[src/rtl/seg_pkg.sv]
// Shared glyph codes and segment patterns for the seven-segment scanner.
// Patterns are active-high {g,f,e,d,c,b,a}; pins are driven with the complement.
package seg_pkg;

    localparam logic [3:0] GLYPH_R     = 4'hA;
    localparam logic [3:0] GLYPH_N     = 4'hB;
    localparam logic [3:0] GLYPH_O     = 4'hC;
    localparam logic [3:0] GLYPH_D     = 4'hD;
    localparam logic [3:0] GLYPH_E     = 4'hE;
    localparam logic [3:0] GLYPH_BLANK = 4'hF;

    localparam logic [6:0] SEG_PAT_0     = 7'h3F;
    localparam logic [6:0] SEG_PAT_1     = 7'h06;
    localparam logic [6:0] SEG_PAT_2     = 7'h5B;
    localparam logic [6:0] SEG_PAT_3     = 7'h4F;
    localparam logic [6:0] SEG_PAT_4     = 7'h66;
    localparam logic [6:0] SEG_PAT_5     = 7'h6D;
    localparam logic [6:0] SEG_PAT_6     = 7'h7D;
    localparam logic [6:0] SEG_PAT_7     = 7'h07;
    localparam logic [6:0] SEG_PAT_8     = 7'h7F;
    localparam logic [6:0] SEG_PAT_9     = 7'h6F;
    localparam logic [6:0] SEG_PAT_R     = 7'h50;
    localparam logic [6:0] SEG_PAT_N     = 7'h54;
    localparam logic [6:0] SEG_PAT_O     = 7'h5C;
    localparam logic [6:0] SEG_PAT_D     = 7'h5E;
    localparam logic [6:0] SEG_PAT_E     = 7'h79;
    localparam logic [6:0] SEG_PAT_BLANK = 7'h00;

    // Active-low pin value with every segment dark.
    localparam logic [6:0] SEG_OFF = 7'h7F;

endpackage

[src/rtl/seg_glyph_rom.sv]
// Combinational glyph decoder: 4-bit code to active-high segment pattern.
module seg_glyph_rom
    import seg_pkg::*;
(
    input  logic [3:0] code_i,
    output logic [6:0] pattern_o
);

    always_comb begin
        pattern_o = SEG_PAT_BLANK;
        case (code_i)
            4'h0:        pattern_o = SEG_PAT_0;
            4'h1:        pattern_o = SEG_PAT_1;
            4'h2:        pattern_o = SEG_PAT_2;
            4'h3:        pattern_o = SEG_PAT_3;
            4'h4:        pattern_o = SEG_PAT_4;
            4'h5:        pattern_o = SEG_PAT_5;
            4'h6:        pattern_o = SEG_PAT_6;
            4'h7:        pattern_o = SEG_PAT_7;
            4'h8:        pattern_o = SEG_PAT_8;
            4'h9:        pattern_o = SEG_PAT_9;
            GLYPH_R:     pattern_o = SEG_PAT_R;
            GLYPH_N:     pattern_o = SEG_PAT_N;
            GLYPH_O:     pattern_o = SEG_PAT_O;
            GLYPH_D:     pattern_o = SEG_PAT_D;
            GLYPH_E:     pattern_o = SEG_PAT_E;
            GLYPH_BLANK: pattern_o = SEG_PAT_BLANK;
            default:     pattern_o = SEG_PAT_BLANK;
        endcase
    end

endmodule

[src/rtl/sevenseg_scanner.sv]
// Time-multiplexes four glyphs onto a common-anode display with per-frame snapshots,
// leading-zero blanking, anti-ghost dead time and optional blinking.
module sevenseg_scanner
    import seg_pkg::*;
#(
    parameter int unsigned REFRESH_DIV  = 50000,
    parameter int unsigned BLANK_CYCLES = 4,
    parameter int unsigned BLINK_FRAMES = 64,
    parameter int unsigned LZ_BLANK     = 1
) (
    input  logic       clk,
    input  logic       rst_n,
    input  logic [3:0] digit3,
    input  logic [3:0] digit2,
    input  logic [3:0] digit1,
    input  logic [3:0] digit0,
    input  logic       blink_en,
    output logic [6:0] seg,
    output logic [3:0] an,
    output logic       frame_tick
);

    localparam int unsigned PW = (REFRESH_DIV > 1) ? $clog2(REFRESH_DIV) : 1;
    localparam int unsigned BW = $clog2(2 * BLINK_FRAMES);

    localparam logic [PW-1:0] PRESC_LAST = PW'(REFRESH_DIV - 1);
    localparam logic [PW-1:0] BLANK_LIM  = PW'(BLANK_CYCLES);
    localparam logic [BW-1:0] PHASE_LAST = BW'(2 * BLINK_FRAMES - 1);
    localparam logic [BW-1:0] PHASE_DARK = BW'(BLINK_FRAMES);

    logic [PW-1:0]     presc_q, presc_d;
    logic [1:0]        slot_q, slot_d;
    logic [3:0][3:0]   shadow_q, shadow_d;
    logic              blink_q, blink_d;
    logic [BW-1:0]     phase_q, phase_d;
    logic              tick_q, tick_d;
    logic [6:0]        seg_q, seg_d;
    logic [3:0]        an_q, an_d;

    logic              term_cnt;
    logic              frame_start;
    logic [3:0]        cur_code;
    logic [6:0]        cur_pattern;
    logic              lz_blank;
    logic              dark;

    seg_glyph_rom u_rom (
        .code_i    (cur_code),
        .pattern_o (cur_pattern)
    );

    always_comb begin
        term_cnt    = (presc_q == PRESC_LAST);
        frame_start = term_cnt && (slot_q == 2'd0);

        presc_d  = term_cnt ? '0 : presc_q + 1'b1;
        // Slot runs 3,2,1,0 and wraps back to 3 through the 2-bit underflow.
        slot_d   = term_cnt ? slot_q - 2'd1 : slot_q;
        shadow_d = shadow_q;
        blink_d  = blink_q;
        phase_d  = phase_q;
        tick_d   = frame_start;

        if (frame_start) begin
            shadow_d = {digit3, digit2, digit1, digit0};
            blink_d  = blink_en;
            phase_d  = (phase_q == PHASE_LAST) ? '0 : phase_q + 1'b1;
        end
    end

    always_comb begin
        cur_code = shadow_q[slot_q];
        lz_blank = (LZ_BLANK != 0) &&
                   (((slot_q == 2'd3) && (shadow_q[3] == 4'd0)) ||
                    ((slot_q == 2'd2) && (shadow_q[3] == 4'd0) && (shadow_q[2] == 4'd0)));
        dark     = blink_q && (phase_q >= PHASE_DARK);

        an_d  = 4'hF;
        seg_d = SEG_OFF;
        // Blanked slots still light their anode so every digit gets equal on-time.
        if (!dark && (presc_q >= BLANK_LIM)) begin
            an_d  = ~(4'b0001 << slot_q);
            seg_d = lz_blank ? SEG_OFF : ~cur_pattern;
        end
    end

    always_ff @(posedge clk or negedge rst_n) begin
        if (!rst_n) begin
            presc_q  <= '0;
            slot_q   <= 2'd3;
            shadow_q <= {4{GLYPH_BLANK}};
            blink_q  <= 1'b0;
            phase_q  <= '0;
            tick_q   <= 1'b0;
            seg_q    <= SEG_OFF;
            an_q     <= 4'hF;
        end else begin
            presc_q  <= presc_d;
            slot_q   <= slot_d;
            shadow_q <= shadow_d;
            blink_q  <= blink_d;
            phase_q  <= phase_d;
            tick_q   <= tick_d;
            seg_q    <= seg_d;
            an_q     <= an_d;
        end
    end

    assign seg        = seg_q;
    assign an         = an_q;
    assign frame_tick = tick_q;

endmodule

[config.mk]
export PLATFORM = sky130hd
export DESIGN_NAME = sevenseg_scanner
export DESIGN_NICKNAME = d
export VERILOG_FILES = /design/src/rtl/seg_pkg.sv /design/src/rtl/seg_glyph_rom.sv /design/src/rtl/sevenseg_scanner.sv
export SDC_FILE = /design/constraint.sdc
export NUM_CORES = 1
export LEC_CHECK = 0
export ABC_AREA = 1
export CAP_MARGIN = 20
export CORE_UTILIZATION = 63
export CTS_BUF_LIST = sky130_fd_sc_hd__clkbuf_8
export DETAILED_ROUTE_END_ITERATION = 8
export HOLD_SLACK_MARGIN = 0.02
export PLACE_DENSITY = 0.95
export REMOVE_ABC_BUFFERS = 1
export SYNTH_ARGS = -nofsm -noshare
export SYNTH_HDL_FRONTEND = slang
export SYNTH_HIERARCHICAL = 1
export SYNTH_SLANG_ARGS = --single-unit
[constraint.sdc]
create_clock -name clk -period 5.2 [get_ports clk]
set_input_delay 0.52 -clock clk [delete_from_list [all_inputs] [get_ports clk]]
set_output_delay 0.52 -clock clk [all_outputs]
set_load 0.05 [all_outputs]
# Yosys cells after proc, flatten, opt, wreduce, memory -nomap -nowiden
# Memory sizes are Yosys's and may differ from the RTL's.
# Cells that the tools add are included.
[classes]
add_sub_neg = 3
order_cmp = 3
eq_ne = 4
n_shift = 1
muxes = 7
n_bitwise = 2
reduce_logical = 11
[ops]
columns = ["op", "count"]
rows = [
  ["$mux W7", 3],
  ["$add A16 B1 Y16 const B", 1],
  ["$eq A16 B16 Y1 const B", 1],
  ["$ge A16 B3 Y1 const B", 1],
  ["$mux W16", 1],
  ["$bmux W4 S2", 1],
  ["$logic_not A4 Y1", 2],
  ["$mux W4", 2],
  ["$add A7 B1 Y7 const B", 1],
  ["$eq A7 B7 Y1 const B", 1],
  ["$ge A7 B7 Y1 const B", 1],
  ["$not A7 Y7", 1],
  ["$logic_and A1 B1 Y1", 6],
  ["$eq A2 B2 Y1 const B", 2],
  ["$not A4 Y4", 1],
  ["$shl A1 B2 Y4 const A", 1],
  ["$lt A2 B3 Y1 const B", 1],
  ["$logic_not A2 Y1", 1],
  ["$sub A2 B1 Y2 const B", 1],
  ["$logic_not A1 Y1", 1],
  ["$logic_or A1 B1 Y1", 1],
]
[word_totals]
register_bits = 54
rom_bits = 112
in_bits = 19
out_inout_bits = 12
elab_cells = 43
mem_count = 1
[memory_table]
columns = ["name", "depth", "word_bits", "rd", "rd_clocked_by_memory_dff", "write_ports", "line_no", "text"]
rows = [
  ["(name not given)", 16, 7, 1, 0, 0, "seg_glyph_rom.sv:11", "case (code_i)"],
]

# Depth between registers and ports, before layout
# Gate-level depths: netlist (run 1).
[depth]
word_depth = 6
ltp_mapped = 12
mapped_depth_nobuf = 12

# By module
# The synthesis (run 1) kept the hierarchy.
[modules_own_cells]
columns = ["mod", "instances", "cells_per_inst", "area_per_inst_um2", "seq_area_each_um2"]
rows = [
  ["sevenseg_scanner", 1, 334, 2678.8, 1387.6],
  ["seg_glyph_rom", 1, 51, 296.5, 0.0],
]

# Worst setup path before layout (run 1)
# No wires, ideal clock.
[synth_timing]
path_kind = "register -> register"
startpoint = "register slot_q[0]"
endpoint = "register seg_q[3] (netlist: seg[3])"
setup_time_ns = 0.086
arrival_ns = 2.120
required_time_ns = 5.114
slack_ns = 2.994
path_stages_with_launch = 12
path_buffers = 1
period_less_slack_ns = 2.206
path_cell_list = "dfstp_2 > inv_1 > clkbuf_1 > o21ai_0 > o21ai_0 > inv_2 > ha_1 > nand2_1 > nand2_1 > nand2_1 > nand2_1 > nand3_1"
[synth_via]
elab_chain_cells = 6
elab_cells_between_ends = 12
cone_classes = "eq/ne: 2; mux: 4; bitwise: 1; reduce/logical: 4; memory: 1"
[synth_rtl]
columns = ["item", "line_no", "text"]
rows = [
  ["from (decl)", "sevenseg_scanner.sv:32", "logic [1:0] slot_q, slot_d;"],
  ["from (signal assigned)", "sevenseg_scanner.sv:99", "slot_q <= slot_d;"],
  ["$bmux W4 S2", "sevenseg_scanner.sv:72", "cur_code = shadow_q[slot_q];"],
  ["$mux W4 (not written as such)", "sevenseg_scanner.sv:72", ""],
  ["net cur_code[1]", "sevenseg_scanner.sv:42", "logic [3:0] cur_code;"],
  ["$mem_v2 Z16 W7", "-", ""],
  ["net cur_pattern[3]", "sevenseg_scanner.sv:43", "logic [6:0] cur_pattern;"],
  ["$not A7 Y7", "sevenseg_scanner.sv:83", "seg_d = lz_blank ? SEG_OFF : ~cur_pattern;"],
  ["$mux W7", "sevenseg_scanner.sv:83", ""],
  ["$mux W7", "sevenseg_scanner.sv:81", "if (!dark && (presc_q >= BLANK_LIM)) begin"],
  ["net seg_d[3]", "sevenseg_scanner.sv:37", "logic [6:0] seg_q, seg_d;"],
  ["to (signal assigned)", "sevenseg_scanner.sv:104", "seg_q <= seg_d;"],
  ["to (decl)", "sevenseg_scanner.sv:37", ""],
]
# The timed path passes the listed nets, and every way through them passes these cells. The select of a mux whose other input is x is not followed.
# A chain may end at the register's enable or synchronous reset.

# Worst setup path in the final report (run 1)
# Same ends and word-level chain as after synthesis.

==> flow_metrics.tcl, run 1 <==
set metrics [dict create \
    grt_first_pass_wirelength_mm 10.2 \
    place_ws_ns 2.74 \
    ys_warn_count 6 \
    yosysTopAreaCellShare_pct 25.6 \
    outcome "finished, final reports clean" \
    pin_count 31 \
    number_of_antenna_violations_at_the_first_check_in_global_routing 0 \
    switching_share_pct 19.7 \
    synthToLayoutAreaGrowth_pct 14.2 \
    setup.worst_path.class "flop to flop" \
    max_slew.worst_pin.slew_ns 0.919 \
    total_switching_power_mw 0.141 \
    finalClockSkew_ns 0.00709 \
    finalSetupViolations 0 \
    timing_max_transition_violations_final 0 \
    routabilityCongestion 0.875 \
    fmax_ghz 0.403 \
    drive_gt1_share_pct 12.5 \
    floorplan.die.width_um 70.7 \
    p_int_mw 0.573 \
    floorplan.initialDensity_pct 66.9 \
    seqPwrFrac_pct 59.0 \
    globalRoute.totalOverflow 0 \
    cts_hold_buffers 0 \
    setup_repair_after_global_routing_missed_its_margin "false" \
    power_frac_comb_pct 2.9 \
    average_footprint_of_a_synthesized_cell_um2 7.73 \
    vias_per_cell 5.33 \
    dp.cells 461 \
    postRouteAntennaNets 0 \
    post-route-min-period_ns 2.48 \
    synth_area_um2 2980 \
    timing_hold_violations_final 0 \
    relSlewSlack_pct 38.8 \
    synth_top_cells_by_area "dfstp_2 (26%), dfrtp_1 (21%), nand2_1 (18%)" \
    clk_transition_reported_paths_ns 0.09 \
    multi_input_comb_area_um2 1370 \
    first_drt_iteration_drcs 177 \
    coreArea_um2 4440 \
    num-nets-final 449 \
    synthesized_netlist_cell_count 385 \
    powerDensity_nw_per_um2 210 \
    cts_max_path_buffers 2 \
    postCtsSetupRepairBufs 0 \
    synth.largest_area_cell "dfstp_2" \
    crit_path_max_incr_delay_ns 0.71 \
    cts.repair.resized 0 \
    cts_num_sinks 54 \
    clk_latency_ns 0.31 \
    track_usage_pct 26.3 \
    n_diodes 0 \
    setup_ws_ns 2.72 \
    routedWlPerCell_um 12.4 \
    worst_path_most_repeated_cell "nand2_1" \
    synth.ff_latch_count 54 \
    port_buffers 30 \
    fin_tns_setup_ns 0 \
    power.share.clock_pct 38.1 \
    detailroute.via_count 2500 \
    placementRows 24 \
    synth.yosys.seq_area_share_pct 46.6 \
    total_clock_buffers_created_by_cts 5 \
    critical_path_required_ns 5.40 \
    clock_tree_from_tritoncts "built" \
    min-delay-path-class "primary input to asynchronous set/reset pin" \
    final_cells 469 \
    fillers 325 \
    finish.instance_area_um2 3400 \
    report.power.total_mw 0.714 \
    register_area_um2 1390 \
    worst_ir_drop_vdd_mv 0.156 \
    ys_types 28 \
    ctsRootBufferMaster "clkbuf_8" \
    critPathMaxFanout 12 \
    critical_path_arrival_ns 2.69 \
    place_area_um2 3290 \
    finalWirelength_mm 5.83 \
    drc_errors 0 \
    crit_path_cell_trace "inv_1 -> o21ai_0 -> o21ai_0 -> inv_2 -> ha_1 -> nand2_1 -> nand2_1 -> nand2_1 -> nand2_1 -> nand3_1" \
    slowest_stage "o21ai_0" \
    final_common_cell "nand2_1" \
    number_of_global_route_vias_before_repair 2334 \
    hpwl_dp_mm 4.24 \
    drt_pass1_iterations 5 \
    die_area_um2 5000 \
    htree_depth 2 \
    grt_max_degree 55 \
    crit_path_start_kind "flop" \
    max-cap-violations 0 \
    fin_crit_sh_pct 47.8 \
    final_cell_mix "nand2_1 (144), nor2_1 (47), inv_1 (39)" \
    leakagePower_nw 1.70 \
    die_height_um 70.7 \
    cp-end-kind "flop" \
]
## synthesized netlist by cell type
| library cell | number |
|---|---|
| nand2_4 | 2 |
| or2_2 | 2 |
| clkbuf_1 | 1 |
| nand2_2 | 4 |
| a21boi_1 | 1 |
| clkinv_1 | 2 |
| nand3_2 | 1 |
| a21oi_1 | 6 |
| dfrtp_1 | 25 |
| nor4_1 | 1 |
| xnor2_1 | 1 |
| nor2_2 | 1 |
| buf_6 | 3 |
| nand3_1 | 27 |
| o21bai_1 | 2 |
| o22ai_1 | 3 |
| nor2_1 | 47 |
| inv_6 | 1 |
| nand2_1 | 144 |
| inv_1 | 37 |
| ha_1 | 14 |
| xor2_1 | 10 |
| nand3b_1 | 1 |
| inv_2 | 2 |
| o21ai_0 | 13 |
| nor2_4 | 2 |
| buf_2 | 3 |
| dfstp_2 | 29 |
## final cells by class
cell class	instances	area share (%)
clock inverters	3	1.10
multi-input cells	282	40.4
inverters	42	4.79
repair buffers	31	8.91
well taps	52	1.92
clock buffers	5	2.03
flip-flops and latches	54	40.8
## kinds of logic after synthesis
logic type	after synthesis	synth area share, %
XOR/XNOR	11	3.24
buffers and inverters	49	7.23
flip-flops	54	46.6
AND/OR/NAND/NOR	232	32.4
adder cells (fa/ha/maj)	14	5.89
AO/OA/AOI/OAI	25	4.58
## final timing paths
kind,slack (ns),to,from,cells after the start
setup / recovery,2.72,seg[3],slot_q[0],10
hold / removal,0.31,presc_q[11],rst_n,2
setup reg to reg,2.72,seg[3],slot_q[0],10
hold reg to reg,0.47,shadow_q[5],shadow_q[5],2
max in group asynchronous,4.47,presc_q[2],rst_n,2
min in group clk,0.47,shadow_q[5],shadow_q[5],2
## critical path: cells and delay by family (launching register included)
kind                       cells  cell delay (ns)
AOI/OAI and AO/OA              2             0.82
DFF                            1             0.43
and+or+nand+nor                5             0.37
adders and majority gates      1             0.33
buffers and inverters          2             0.43
## power by group through the flow
stage               registers (mW)   logic [mW]  clock network (mW)
floorplan                    0.428  0.000000770                   0
global placement             0.428       0.0212                   0
detailed placement           0.428       0.0214                   0
CTS                          0.421       0.0215               0.276
global route                 0.421       0.0234               0.293
finish                       0.421       0.0208               0.272
## registers in the layout, indices dropped and copies added (netlist names)
| register | count |
|---|---|
| blink_q | 1 |
| seg | 7 |
| an | 4 |
| frame_tick | 1 |
| slot_q | 2 |
| phase_q | 7 |
| shadow_q | 16 |
| presc_q | 16 |
## routing by layer
| metal | GRT usage [%] | up-vias | routed length [um] |
|---|---|---|---|
| met1 | 33.7 | 1158 | 2570 |
| met4 | 10.7 | 0 | 125 |
| met2 | 43.8 | 86 | 2850 |
| met5 | 0 | - | 0 |
| li1 | - | 1241 | - |
| met3 | 5.56 | 15 | 291 |
## through the flow
stage                     util (%)  hold slack (ns)
after global placement        74.0            0.458
after floorplan                  -            0.224
after global routing          76.4            0.380
final                         76.4            0.315
after detailed placement      74.0            0.455
after CTS                     76.4            0.335
Power figures use the tool's default switching activity.
==> run 2, diff against run 1 <==
--- a/config.mk
+++ b/config.mk
@@ -7,11 +7,11 @@
 export LEC_CHECK = 0
 export ABC_AREA = 1
 export CAP_MARGIN = 20
-export CORE_UTILIZATION = 63
+export CORE_UTILIZATION = 53
 export CTS_BUF_LIST = sky130_fd_sc_hd__clkbuf_8
 export DETAILED_ROUTE_END_ITERATION = 8
 export HOLD_SLACK_MARGIN = 0.02
-export PLACE_DENSITY = 0.95
+export PLACE_DENSITY = 0.86
 export REMOVE_ABC_BUFFERS = 1
 export SYNTH_ARGS = -nofsm -noshare
 export SYNTH_HDL_FRONTEND = slang
==> constraint.sdc (replaced) <==
create_clock -name clk -period 2 [get_ports clk]
set_input_delay 0.2 -clock clk [delete_from_list [all_inputs] [get_ports clk]]
set_output_delay 0.2 -clock clk [all_outputs]
set_load 0.05 [all_outputs]
==> run 2 against run 1 <==
Sequential power rose to 2.6 times the previous value. Largest power group unchanged. Final cell count rose by 7.0%. Critical path type unchanged. Maximum frequency up 28%. Largest cell class is now multi-input combinational cells. Routed wire length decreased by 1.2%. Via count increased by 0.36%. Register-to-register slack worse by 2.7 ns. Critical endpoint unchanged. Combinational power increased to 2.8 times the previous value.
==> flow_metrics.tcl, run 2 (synthesized netlist as in run 1, its figures left out) <==
set metrics [dict create \
    post-route-min-period_ns 1.94 \
    outcome "finished, final reports clean" \
    number_of_global_route_vias_before_repair 2259 \
    utilization_pct 67.7 \
    critical-path-top-delay-family "flip-flops" \
    reg2reg_depth 11 \
    cts_num_sinks 54 \
    clock_tree_from_tritoncts "built" \
    crit_path_max_incr_delay_ns 0.62 \
    timing_hold_violations_final 0 \
    floorplan.die.width_um 76.9 \
    finalSetupViolations 0 \
    finalWirelength_mm 5.76 \
    globalRoute.totalOverflow 0 \
    pin_count 31 \
    min-delay-path-class "primary input to asynchronous set/reset pin" \
    routabilityCongestion 0.965 \
    postRouteAntennaNets 0 \
    ctsRootBufferMaster "clkbuf_8" \
    hpwl_dp_mm 4.21 \
    vias_per_cell 5.00 \
    num-nets-final 464 \
    worst_path_most_repeated_cell "nand2_1" \
    powerDensity_nw_per_um2 487 \
    crit_path_cell_trace "inv_4 -> a21oi_1 -> o21ai_0 -> o21ai_1 -> inv_2 -> ha_4 -> nand2_1 -> nand2_1 -> nand2_1 -> nand2_1 -> nand3_1" \
    track_usage_pct 20.2 \
    fin_crit_sh_pct 97.2 \
    clk_transition_reported_paths_ns 0.09 \
    grt_max_degree 33 \
    finalClockSkew_ns 0.00682 \
    fmax_ghz 0.514 \
    n_diodes 0 \
    coreArea_um2 5270 \
    final_cell_mix "nand2_1 (144), nor2_1 (47), inv_1 (34)" \
    routedWlPerCell_um 11.5 \
    die_height_um 76.9 \
    first_drt_iteration_drcs 140 \
    floorplan.initialDensity_pct 56.5 \
    grt_first_pass_wirelength_mm 9.68 \
    critical_path_arrival_ns 2.14 \
    drive_gt1_share_pct 16.7 \
    cts_max_path_buffers 2 \
    synthToLayoutAreaGrowth_pct 19.8 \
    dp.cells 484 \
    drt_pass1_iterations 4 \
    timing_max_transition_violations_final 0 \
    fillers 432 \
    hold_ws_ns 0.385 \
    final_common_cell "nand2_1" \
    port_buffers 30 \
    slowest_stage "dfstp_2" \
    cp-end-kind "flop" \
    worst_ir_drop_vdd_mv 0.439 \
    htree_depth 2 \
    reg2reg_setup_slack_ns 0.06 \
    critical_path_required_ns 2.19 \
    clk_latency_ns 0.30 \
    detailroute.via_count 2509 \
    rr_endpoint "seg[3]" \
    total_clock_buffers_created_by_cts 5 \
    rr_startpoint "slot_q[1]" \
    setup.worst_path.class "flop to flop" \
    final_cells 502 \
    relSlewSlack_pct 48.7 \
    number_of_antenna_violations_at_the_first_check_in_global_routing 0 \
    worst-path-buf-inv 2 \
    drc_errors 0 \
    crit_path_start_kind "flop" \
    leakagePower_nw 1.76 \
    critPathMaxFanout 7 \
    top_regs "presc_q: 16 flops, shadow_q: 16 flops" \
    max-cap-violations 0 \
    placementRows 26 \
    die_area_um2 5920 \
    max_slew.worst_pin.slew_ns 0.769 \
]
## run 2: changes by cell type in the layout (fill, tap and decap cells not counted), moves of 2 or more
cell / delta
buf_12: +2
buf_4: +12
clkinv_1: +2
inv_1: -5
inv_2: +2
o22ai_1: -2
o22ai_2: +2
## run 2: worst max path at each step
| stage | from | to | slack [ns] | cells after the start |
|---|---|---|---|---|
| 3_3_place_gp | slot_q[0] | seg[5] | 0.08 | 9 |
| 6_report | slot_q[1] | seg[3] | 0.06 | 11 |
| 2_1_floorplan | slot_q[0] | seg[3] | -0.12 | 10 |
| 5_1_grt | slot_q[0] | seg[3] | -0.05 | 11 |
| 3_5_place_dp | slot_q[0] | seg[3] | -0.04 | 9 |
| 4_1_cts | slot_q[0] | seg[3] | 0.009 | 11 |
## run 2: per-stage QoR
step	power, mW	setup slack [ns]	instance area, um2	setup TNS [ns]
6_report	1.74	0.0563	3570	0
5_1_grt	1.80	-0.0511	3570	-0.110
4_1_cts	1.75	0.00866	3480	0
3_5_place_dp	1.17	-0.0392	3380	-0.0453
3_3_place_gp	1.17	0.0758	3380	0
2_1_floorplan	1.11	-0.122	2920	-0.334
## run 2: power by group
group,switching [mW],total (mW),leakage (nW),internal [mW]
logic,0.0244,0.0589,1.08,0.0345
clock network,0.344,0.585,0.0432,0.241
registers,0,1.09,0.634,1.09
total,0.369,1.74,1.76,1.37
## run 2: per-layer routing
metal  share of wire, %  vias to the layer above  global-route usage [%]
li1                   -                     1269                       -
met3                4.3                        8                    3.93
met2                 48                       64                    32.5
met5                  0                        -                       0
met4                1.0                        0                    6.73
met1                 47                     1168                    27.3
## run 2: final cells by class
type                    count  area [um2]  share of cell area, %
clock buffers               5        68.8                   1.93
repair buffers             46         443                   12.4
well taps                  70        87.6                   2.46
inverters                  42         165                   4.63
flip-flops and latches     54        1390                   38.9
multi-input cells         282        1400                   39.2
clock inverters             3        16.3                  0.456
## run 2: timing repair
| item | CTS | global route |
|---|---|---|
| endpoints found under the hold margin | 11 | 0 |
| endpoints found under the setup margin | 3 | 6 |
| pin swaps | 0 | 2 |
| hold buffers | 1 | 0 |
| buffers inserted | 0 | 9 |
| resized for setup | 3 | 5 |
==> run 3, diff against run 2 <==
--- a/config.mk
+++ b/config.mk
@@ -5,9 +5,8 @@
 export SDC_FILE = /design/constraint.sdc
 export NUM_CORES = 1
 export LEC_CHECK = 0
-export ABC_AREA = 1
 export CAP_MARGIN = 20
-export CORE_UTILIZATION = 53
+export CORE_UTILIZATION = 52
 export CTS_BUF_LIST = sky130_fd_sc_hd__clkbuf_8
 export DETAILED_ROUTE_END_ITERATION = 8
 export HOLD_SLACK_MARGIN = 0.02
==> run 3 against run 2 <==
Largest cell class is now registers. Total power is 9.0% higher. Die area fell by 5.0%. Synthesized area down 6.9%. Sequential power about the same. Maximum frequency down 4.9%. Combinational power decreased by 0.8%. Final cell count is 25% lower. The run now ends with setup timing left.
==> flow_metrics.tcl, run 3 <==
set metrics [dict create \
    outcome "finished with violations" \
    failed_checks "setup timing" \
    htree_depth 2 \
    routedWlPerCell_um 15.9 \
    critPathMaxFanout 3 \
    cts_num_sinks 54 \
    routabilityCongestion 0.838 \
    postSynth.topFlopCell "dfstp_2" \
    power_frac_comb_pct 3.1 \
    switching_share_pct 20.7 \
    hpwl_dp_mm 3.90 \
    post-synth-top-count-cell "nand2_1" \
    crit_start "slot_q[0]" \
    synth.yosys.seq_area_share_pct 50.1 \
    synthToLayoutAreaGrowth_pct 25.7 \
    synthesized_netlist_cell_count 257 \
    finalClockSkew_ns 0.00867 \
    number_of_antenna_violations_at_the_first_check_in_global_routing 0 \
    clk_latency_ns 0.31 \
    seqPwrFrac_pct 57.8 \
    die_height_um 75.0 \
    top_regs "presc_q: 16 flops, shadow_q: 16 flops" \
    critical_path_required_ns 2.26 \
    powerDensity_nw_per_um2 544 \
    reg2reg_depth 5 \
    clk_transition_reported_paths_ns 0.10 \
    port_buffers 30 \
    reg2reg_setup_slack_ns -0.04 \
    crit_path_start_kind "flop" \
    setup.worst_path.class "flop to flop" \
    grt_first_pass_wirelength_mm 8.65 \
    setup_ws_ns -0.0443 \
    cts_max_path_buffers 2 \
    power.share.clock_pct 39.2 \
    ctsRootBufferMaster "clkbuf_8" \
    leakagePower_nw 1.55 \
    finalSetupViolations 6 \
    relSlewSlack_pct 66.3 \
    n_diodes 0 \
    vias_per_cell 5.54 \
    ys_types 46 \
    first_drt_iteration_drcs 176 \
    drive_gt1_share_pct 29.4 \
    yosysTopAreaCellShare_pct 27.5 \
    max_slew.worst_pin.slew_ns 0.505 \
    globalRoute.totalOverflow 0 \
    floorplan.die.width_um 75.0 \
    fin_tns_setup_ns -0.190 \
    place_area_um2 3200 \
    detailroute.via_count 2099 \
    drc_errors 0 \
    total_clock_buffers_created_by_cts 5 \
    post-route-min-period_ns 2.04 \
    synth.ff_latch_count 54 \
    finish.instance_area_um2 3480 \
    max-cap-violations 0 \
    synth_edf_count 0 \
    fmax_ghz 0.489 \
    rr_endpoint "seg[3]" \
    floorplan.initialDensity_pct 54.2 \
    average_footprint_of_a_synthesized_cell_um2 10.8 \
    min-delay-path-class "primary input to asynchronous set/reset pin" \
    fin_crit_sh_pct 102 \
    die_area_um2 5620 \
    finalWirelength_mm 6.04 \
    grt_max_degree 32 \
    synth_area_um2 2770 \
    synth.largest_area_cell "dfstp_2" \
    place_ws_ns -0.0721 \
    cp-endpoint "seg[3]" \
    pin_count 31 \
    synth_common_cells "nand2_1 (74), dfstp_2 (29), dfrtp_1 (25), ha_1 (14)" \
    ys_warn_count 6 \
    postRouteAntennaNets 0 \
    drt_pass1_iterations 4 \
    p_int_mw 1.50 \
    cp-end-kind "flop" \
    track_usage_pct 21.1 \
    timing_max_transition_violations_final 0 \
    clock_tree_from_tritoncts "built" \
    final_common_cell "nand2_1" \
    number_of_global_route_vias_before_repair 1885 \
    synth_top_cells_by_area "dfstp_2 (28%), dfrtp_1 (23%), nand2_1 (10%)" \
    num-nets-final 341 \
    final_cell_mix "nand2_1 (74), dfstp_2 (29), clkdlybuf4s50_1 (29)" \
    coreArea_um2 5110 \
    rr_startpoint "slot_q[0]" \
    total_switching_power_mw 0.393 \
    setup_repair_after_global_routing_missed_its_margin "true" \
    asyncSetResetFlopFracSynth_pct 100 \
    worst_ir_drop_vdd_mv 0.330 \
    timing_hold_violations_final 0 \
    placementRows 26 \
    critical_path_arrival_ns 2.30 \
]
run 3: cell count changes after synthesis, moves of 6 or more:
cell and change:
and4_1 +6, inv_1 -28, mux4_2 +6, nand2_1 -70
nand3_1 -21, nand4_1 +7, nor2_1 -38, o21ai_0 -8
xnor2_1 +7
run 3: power by group through the flow:
stage                     combinational [mW]  sequential (mW)  clock, mW
after floorplan                     0.000378             1.11          0
after global placement                0.0574             1.11          0
after detailed placement              0.0583             1.11          0
after CTS                             0.0602             1.09      0.750
after global routing                  0.0658             1.09      0.794
final                                 0.0584             1.09      0.742
run 3: logic make-up (layout without fill, tap and decap cells):
logic type | Yosys count | count (layout) | synth area share [%]
adder cells (fa/ha/maj) | 14 | 14 | 6.32
XOR/XNOR | 16 | 16 | 5.33
AO/OA/AOI/OAI | 19 | 19 | 4.79
multiplexers | 7 | 7 | 5.83
AND/OR/NAND/NOR | 128 | 128 | 24.2
buffers and inverters | 19 | 71 | 3.48
flip-flops | 54 | 54 | 50.1
run 3: worst max-delay path: stages, from the launching register on:
cell and delay [ns]:
dfstp_2 0.58, mux4_2 0.56, inv_2 0.12, ha_4 0.21, mux4_2 0.45, nand2_1 0.08
run 3: worst min path at each step:
stage / from / end / slack (ns) / depth (start not counted)
after CTS: rst_n / presc_q[2] / 0.23 / 2
after floorplan: rst_n / blink_q / -0.1 / 0
final: rst_n / presc_q[2] / 0.22 / 2
after global placement: rst_n / presc_q[15] / 0.02 / 1
after global routing: rst_n / presc_q[2] / 0.25 / 2
after detailed placement: rst_n / presc_q[15] / 0.03 / 1
run 3: area by class of cell:
| type | instances | area, um2 |
|---|---|---|
| clock buffer | 5 | 68.8 |
| fill | 368 | 1630 |
| timing repair buffer | 53 | 485 |
| tap | 70 | 87.6 |
| inverter | 10 | 40.0 |
| sequential | 54 | 1390 |
| clock inverter | 3 | 43.8 |
| multi-input combinational | 184 | 1370 |
run 3: stage by stage:
step	instances	hold slack (ns)	util, %	total power [mW]
final	379	0.222	68.2	1.89
after global routing	379	0.249	68.2	1.95
after CTS	375	0.229	66.6	1.90
after detailed placement	362	0.0254	62.6	1.17
after global placement	362	0.0246	62.6	1.17
after floorplan	248	-0.0956	-	1.11
run 3: what timing repair did:
action                     CTS  global route
setup endpoints to repair    5            19
pin swaps                    5             5
resized for setup           14             8
hold endpoints to repair    24             0
buffers inserted             4             4
hold buffers                 1             0
run 3: metal layers:
layer  vias up  GRT usage (%)  wire, um
met1      1030           26.7      2410
li1        979              -         -
met2        76           34.1      3170
met4         0           9.64       149
met5         -              0         0
met3        14           5.35       305
